[src/rtl/pe_ctrl_pkg.sv]
// pe_ctrl_pkg: shared types and default parameter values for the PE
// convolution controller (pe_ctrl_fsm) and its flag delay line.
//   pe_state_t   : controller state encoding
//   *_DEF        : default values for TILE_LEN, KSIZE, CH_GRAN, PIPE_DLY
package pe_ctrl_pkg;

  typedef enum logic [1:0] {
    ST_IDLE   = 2'd0,
    ST_LOAD   = 2'd1,
    ST_STREAM = 2'd2,
    ST_FINISH = 2'd3
  } pe_state_t;

  localparam int TILE_LEN_DEF = 16;
  localparam int KSIZE_DEF    = 3;
  localparam int CH_GRAN_DEF  = 8;
  localparam int PIPE_DLY_DEF = 4;

endpackage

[src/rtl/pe_ctrl_fsm_delay_line.sv]
// pe_delay_line: fixed-depth shift register that delays the PE flags so they
// line up with the datapath output. Resets every stage to 0.
//   clk, rst_n : clock, asynchronous active-low reset
//   din        : WIDTH-bit input sampled every cycle
//   dout       : din delayed exactly DEPTH cycles
module pe_delay_line #(
  parameter int DEPTH = 4,
  parameter int WIDTH = 1
) (
  input  logic             clk,
  input  logic             rst_n,
  input  logic [WIDTH-1:0] din,
  output logic [WIDTH-1:0] dout
);

  logic [WIDTH-1:0] stage [DEPTH];

  always_ff @(posedge clk or negedge rst_n) begin
    if (!rst_n) begin
      for (int i = 0; i < DEPTH; i++) stage[i] <= '0;
    end else begin
      stage[0] <= din;
      for (int i = 1; i < DEPTH; i++) stage[i] <= stage[i-1];
    end
  end

  assign dout = stage[DEPTH-1];

endmodule

[src/rtl/pe_ctrl_fsm.sv]
// pe_ctrl_fsm: sequences a processing-element convolution job. A job is
// armed by start_conv (config latched), each tile is launched by start_again.
// A tile runs ci channel passes of KSIZE preload + TILE_LEN stream cycles.
//   clk, rst_n          : clock, asynchronous active-low reset
//   stall               : (PE_CTRL_STALL_EN only) freeze FSM, gate reads
//   start_conv          : latch cfg_ci/cfg_tiles and arm job (IDLE only)
//   start_again         : launch next tile of an armed job (IDLE only)
//   cfg_ci              : channel groups minus 1 (ci = (cfg_ci+1)*CH_GRAN)
//   cfg_tiles           : tiles per job minus 1
//   ifm_read, wgt_read  : input-feature / weight fetch enables
//   p_valid_output      : partial-sum valid, delayed PIPE_DLY cycles
//   last_chanel_output  : last-channel pass flag, delayed PIPE_DLY cycles
//   end_conv            : one-cycle job-complete pulse
//   busy                : high whenever the FSM is outside IDLE
// Optional feature macro: PE_CTRL_STALL_EN (adds the stall input).
//
// state     | meaning
// ST_IDLE   | waiting for start_conv / start_again
// ST_LOAD   | KSIZE-cycle weight + ifm preload for one channel pass
// ST_STREAM | TILE_LEN-cycle ifm streaming, partial sums valid
// ST_FINISH | one-cycle end_conv pulse, job then disarmed
module pe_ctrl_fsm
  import pe_ctrl_pkg::*;
#(
  parameter int TILE_LEN = TILE_LEN_DEF,
  parameter int KSIZE    = KSIZE_DEF,
  parameter int CH_GRAN  = CH_GRAN_DEF,
  parameter int CFG_W    = 2,
  parameter int PIPE_DLY = PIPE_DLY_DEF
) (
  input  logic             clk,
  input  logic             rst_n,
`ifdef PE_CTRL_STALL_EN
  input  logic             stall,
`endif
  input  logic             start_conv,
  input  logic             start_again,
  input  logic [CFG_W-1:0] cfg_ci,
  input  logic [CFG_W+3:0] cfg_tiles,
  output logic             ifm_read,
  output logic             wgt_read,
  output logic             p_valid_output,
  output logic             last_chanel_output,
  output logic             end_conv,
  output logic             busy
);

  // Wide enough for (2**CFG_W)*CH_GRAN and (2**(CFG_W+4)) without wrap.
  localparam int CI_W   = CFG_W + $clog2(CH_GRAN) + 1;
  localparam int NT_W   = CFG_W + 5;
  localparam int PH_MAX = (TILE_LEN > KSIZE) ? TILE_LEN : KSIZE;
  localparam int PH_W   = $clog2(PH_MAX) + 1;

  pe_state_t       state;
  logic [PH_W-1:0] ph_cnt;
  logic [CI_W-1:0] chan;
  logic [CI_W-1:0] ci_m1;
  logic [NT_W-1:0] ntile;
  logic [NT_W-1:0] tcnt;
  logic            armed;
  logic            ifm_q;
  logic            wgt_q;
  logic            stall_i;
  logic            p_valid;
  logic            last_chanel;
  logic [CI_W-1:0] ci_calc;
  logic [1:0]      flags_dly;

`ifdef PE_CTRL_STALL_EN
  assign stall_i = stall;
`else
  assign stall_i = 1'b0;
`endif

  assign ci_calc = (CI_W'(cfg_ci) + CI_W'(1)) * CI_W'(CH_GRAN);

  always_ff @(posedge clk or negedge rst_n) begin
    if (!rst_n) begin
      state    <= ST_IDLE;
      ph_cnt   <= '0;
      chan     <= '0;
      ci_m1    <= '0;
      ntile    <= '0;
      tcnt     <= '0;
      armed    <= 1'b0;
      ifm_q    <= 1'b0;
      wgt_q    <= 1'b0;
      end_conv <= 1'b0;
      busy     <= 1'b0;
    end else if (!stall_i) begin
      case (state)
        ST_IDLE: begin
          if (start_conv) begin
            ci_m1 <= ci_calc - CI_W'(1);
            ntile <= NT_W'(cfg_tiles) + NT_W'(1);
            armed <= 1'b1;
            tcnt  <= '0;
            chan  <= '0;
          end
          // start_conv in the same cycle arms the job and this tile uses the new config
          if (start_again && (armed || start_conv)) begin
            state  <= ST_LOAD;
            ph_cnt <= PH_W'(KSIZE - 1);
            ifm_q  <= 1'b1;
            wgt_q  <= 1'b1;
            busy   <= 1'b1;
          end
        end
        ST_LOAD: begin
          if (ph_cnt == '0) begin
            state  <= ST_STREAM;
            ph_cnt <= PH_W'(TILE_LEN - 1);
            wgt_q  <= 1'b0;
          end else begin
            ph_cnt <= ph_cnt - PH_W'(1);
          end
        end
        ST_STREAM: begin
          if (ph_cnt == '0) begin
            if (chan != ci_m1) begin
              chan   <= chan + CI_W'(1);
              state  <= ST_LOAD;
              ph_cnt <= PH_W'(KSIZE - 1);
              wgt_q  <= 1'b1;
            end else begin
              chan  <= '0;
              ifm_q <= 1'b0;
              tcnt  <= tcnt + NT_W'(1);
              if ((tcnt + NT_W'(1)) == ntile) begin
                state    <= ST_FINISH;
                end_conv <= 1'b1;
              end else begin
                state <= ST_IDLE;
                busy  <= 1'b0;
              end
            end
          end else begin
            ph_cnt <= ph_cnt - PH_W'(1);
          end
        end
        ST_FINISH: begin
          state    <= ST_IDLE;
          end_conv <= 1'b0;
          busy     <= 1'b0;
          armed    <= 1'b0;
          tcnt     <= '0;
        end
        default: state <= ST_IDLE;
      endcase
    end
  end

  // Stall gates the fetch enables in the very cycle it is asserted.
  assign ifm_read    = ifm_q & ~stall_i;
  assign wgt_read    = wgt_q & ~stall_i;
  assign p_valid     = (state == ST_STREAM) & ~stall_i;
  assign last_chanel = (state == ST_STREAM) && (chan == ci_m1);

  pe_delay_line #(
    .DEPTH (PIPE_DLY),
    .WIDTH (2)
  ) u_flag_dly (
    .clk   (clk),
    .rst_n (rst_n),
    .din   ({p_valid, last_chanel}),
    .dout  (flags_dly)
  );

  assign p_valid_output     = flags_dly[1];
  assign last_chanel_output = flags_dly[0];

endmodule

[config.mk]
export PLATFORM = sky130hd
export DESIGN_NAME = pe_ctrl_fsm
export DESIGN_NICKNAME = d
export VERILOG_FILES = /design/src/rtl/pe_ctrl_pkg.sv /design/src/rtl/pe_ctrl_fsm_delay_line.sv /design/src/rtl/pe_ctrl_fsm.sv
export SDC_FILE = /design/constraint.sdc
export NUM_CORES = 1
export LEC_CHECK = 0
export CAP_MARGIN = 20
export CORE_ASPECT_RATIO = 1.5
export CORE_UTILIZATION = 56
export CTS_CLUSTER_DIAMETER = 30
export DETAILED_ROUTE_END_ITERATION = 12
export DONT_BUFFER_PORTS = 1
export PLACE_DENSITY_LB_ADDON = 0.12
export SETUP_SLACK_MARGIN = 0.05
export SKIP_LAST_GASP = 1
export SYNTH_ARGS = -nofsm -noshare
export SYNTH_HDL_FRONTEND = slang
export SYNTH_SLANG_ARGS = --single-unit
[constraint.sdc]
create_clock -name clk -period 2.25 [get_ports clk]
set_input_delay 0.225 -clock clk [delete_from_list [all_inputs] [get_ports clk]]
set_output_delay 0.225 -clock clk [all_outputs]
set_load 0.02 [all_outputs]
==> out/summary.txt <==
Post-Synthesis Cells: 231
Switch Pwr: 1310 uW
R2R Setup Slk: 0.02 ns
drt pass-1 iters: 4
clk_lat worst skew: 0.30 ns
largest net degree at the start of global routing: 44
hold path startpoint: cfg_tiles[0]
Congestion Overflow GR: 0
clk sinks: 43
All-Layer GR Usage: 0.266
GP Congestion: 0.803
switch share: 0.415
hold path depth: 1
syn nets: 252
Synth Cell Area: 0.00233 sq mm
routed wire length: 5290 microns
Final Hold Viols: 0
placed cells: 284
Max-Cap Viols: 0
crit path capture type: flop
Critical Path RT: 2.47 ns
H-tree depth: 2
Final min period: 2.23 ns
# DRC: 0
Cell Rows: 28
worst-margin pin slew: 0.476 ns
finished layout cell area: 0.00275 sq mm
PD cells: 1150 mW/mm^2
Setup Skew: 0.00987 ns
Crit path top cell by count: or4_4
placed cell area: 0.00248 sq mm
Max Clock Freq: 448 MHz
final period utilization: 0.992
top cells by area, synth: dfrtp_1, ha_1, o21ai_0, xnor2_1, a21oi_1
initial DRC count: 70
port bufs: 0
setup ws final: 0.0181 ns
EDFF count, synth: 0
Hold Slack: 0.0367 ns
CP Max Fanout: 3
Die X: 54.7 microns
wire per inst: 17.5 microns
Yosys warnings: 0
startpoint types: flop
power share of the clock group: 0.161
leak pwr: 0.00123 uW
run status: completed
post-detail-place hpwl: 3850 microns
CORE AREA: 0.00396 sq mm
Reg clk slew, reported paths: 0.08 ns
vias in the first global route: 1857
mean post-synth cell area: 10.1 sq um
area leader, netlist: dfrtp_1
Finished Layout Cells: 302
# IOs: 18
Final Net Count: 277
clk buf depth: 2
Primary FF master, synth: dfrtp_1
routed vias: 1887
worst r2r src: chan[2]
critical setup path kind: flop to flop
CTS Root Cell: clkbuf_8
Die ar.: 0.00443 sq mm
Final ANT Viol Nets: 0
post-synth cell types: 48
worst min path class: input pin to flop
Slowest-stage cell, CP: or4_4
Tot Pwr: 3160 uW
Reg power frac: 0.379
unrepaired setup endpoints after global routing: yes
worst path arrival time: 2.45 ns
number of CTS-inserted buffers: 5
final setup fails: 0
Yosys top cell area share: 0.462
post-place setup slack: -0.0409 ns
Worst path max stage delay: 0.56 ns
Slew headroom: 0.682
layout cells sized above 1: 0.237
final slew viol count: 0
Fill cells: 305
Yosys reg bits: 43
peak supply drop: 0.000861 V
internal power: 1850 uW
initial antenna violation count: 0
FF-to-FF End: state[1]
Post-synth ARST share: 1.00
chip height: 81.0 microns
sequential area share after synthesis: 0.462
first-pass GRT wire length: 8360 microns
initial core utilization: 0.589
R2R cell count: 6
combinational share of power: 0.460
crit path cell chain: or4_4 > a2111oi_4 > buf_4 > nand2_2 > or4_4 > a31oi_1
hold path endpoint: ntile[0]
Ant. Diodes: 0
CTS tree: done
Via-to-Cell Ratio: 6.25
layout overhead on the synthesized area: 18.0%
[placed cells by master, fill, tap and decap left out, types with 3 or more instances in the layout]
master,n
a22o_1,4
dfrtp_1,43
xor2_1,7
inv_1,9
nand3_1,11
nand4_1,4
buf_4,23
nand2_1,16
nor2_1,6
a21oi_1,12
ha_1,8
nor3b_1,4
o21ai_0,20
xnor2_1,9
a211o_1,4
mux2_2,5
a21o_1,6
or3_1,3
clkbuf_8,5
nand2b_1,6
and3_1,3
[worst max-delay path by stage]
stage | startpoint | endpoint
2_1_floorplan | chan[0] | state[1]
3_3_place_gp | ci_m1[2] | ph_cnt[0]
3_5_place_dp | ph_cnt[0] | chan[2]
4_1_cts | chan[2] | state[1]
5_1_grt | chan[2] | tcnt[2]
6_report | chan[2] | state[1]
[area by class of cell]
| class | count | area, sq um | share of cell area |
|---|---|---|---|
| well taps | 45 | 56.3 | 0.0205 |
| repair buffers | 25 | 203 | 0.0737 |
| clock inverters | 3 | 23.8 | 0.00864 |
| inverters | 10 | 37.5 | 0.0136 |
| multi-input cells | 171 | 1290 | 0.467 |
| clock buffers | 5 | 68.8 | 0.0250 |
| flip-flops and latches | 43 | 1080 | 0.391 |
[cell families after synthesis]
logic type                 share of synthesized area
adders and majority gates                     0.0483
DFF                                            0.462
AOI/OAI and AO/OA                              0.194
buffers and inverters                         0.0290
and+or+nand+nor                                0.178
xor gates and xnor gates                      0.0601
muxes                                         0.0284
[state kept, by name (all words and copies together), names as in the netlist]
name and cells:
armed 1, ci_m1 3, wgt_read 1, u_flag_dly.stage 6
chan 6, ifm_read 1, ph_cnt 5, ntile 7
end_conv 1, state 2, u_flag_dly.dout 2, busy 1
tcnt 7
[routing by layer]
layer,vias up,global-route usage,share of wire
li1,891,-,-
met1,936,0.285,0.39
met2,45,0.465,0.56
met3,15,0.0412,0.025
met4,0,0.156,0.033
met5,-,0,0
[power by group through the flow]
stage               registers, uW  clock network [uW]  logic, uW
floorplan                    1160                   0        948
global placement             1190                   0       1190
detailed placement           1200                   0       1250
CTS                          1190                 514       1300
global route                 1220                 539       1600
finish                       1200                 507       1450
[through the flow]
step	TNS [ns]	util
6_report	0	0.695
4_1_cts	-0.0757	0.669
2_1_floorplan	-0.0194	-
5_1_grt	-0.134	0.695
3_5_place_dp	-0.0434	0.627
3_3_place_gp	0	0.627
[critical path, delay by kind of cell, from the launching register on]
family | cells | cell delay [ns]
AO/OA/AOI/OAI | 2 | 0.47
buffers and inverters | 1 | 0.19
flip-flops | 1 | 0.39
AND/OR/NAND/NOR | 3 | 1.12
[synth_stat cells, types with 2 or more instances]
library cell / number
dfrtp_1: 43
o21ai_0: 21
nand2_1: 16
a21oi_1: 14
nand3_1: 11
inv_1: 10
ha_1: 9
xnor2_1: 9
clkbuf_1: 8
nand2b_1: 7
nor2_1: 7
xor2_1: 7
a21o_1: 6
nor3b_1: 6
a211o_1: 5
mux2_2: 5
a22o_1: 4
nand4_1: 4
or3_1: 4
and3_1: 3
a31oi_1: 2
nand3b_1: 2
o22ai_1: 2
or4_1: 2
[repair_timing]
item | in CTS | in global routing
hold endpoints to repair | 43 | 0
endpoints found under the setup margin | 16 | 22
gates cloned | 0 | 1
hold buffers | 2 | 0
setup buffers | 4 | 3
pin swaps | 4 | 4
gates resized for setup | 2 | 16
Power figures use the tool's default switching activity.
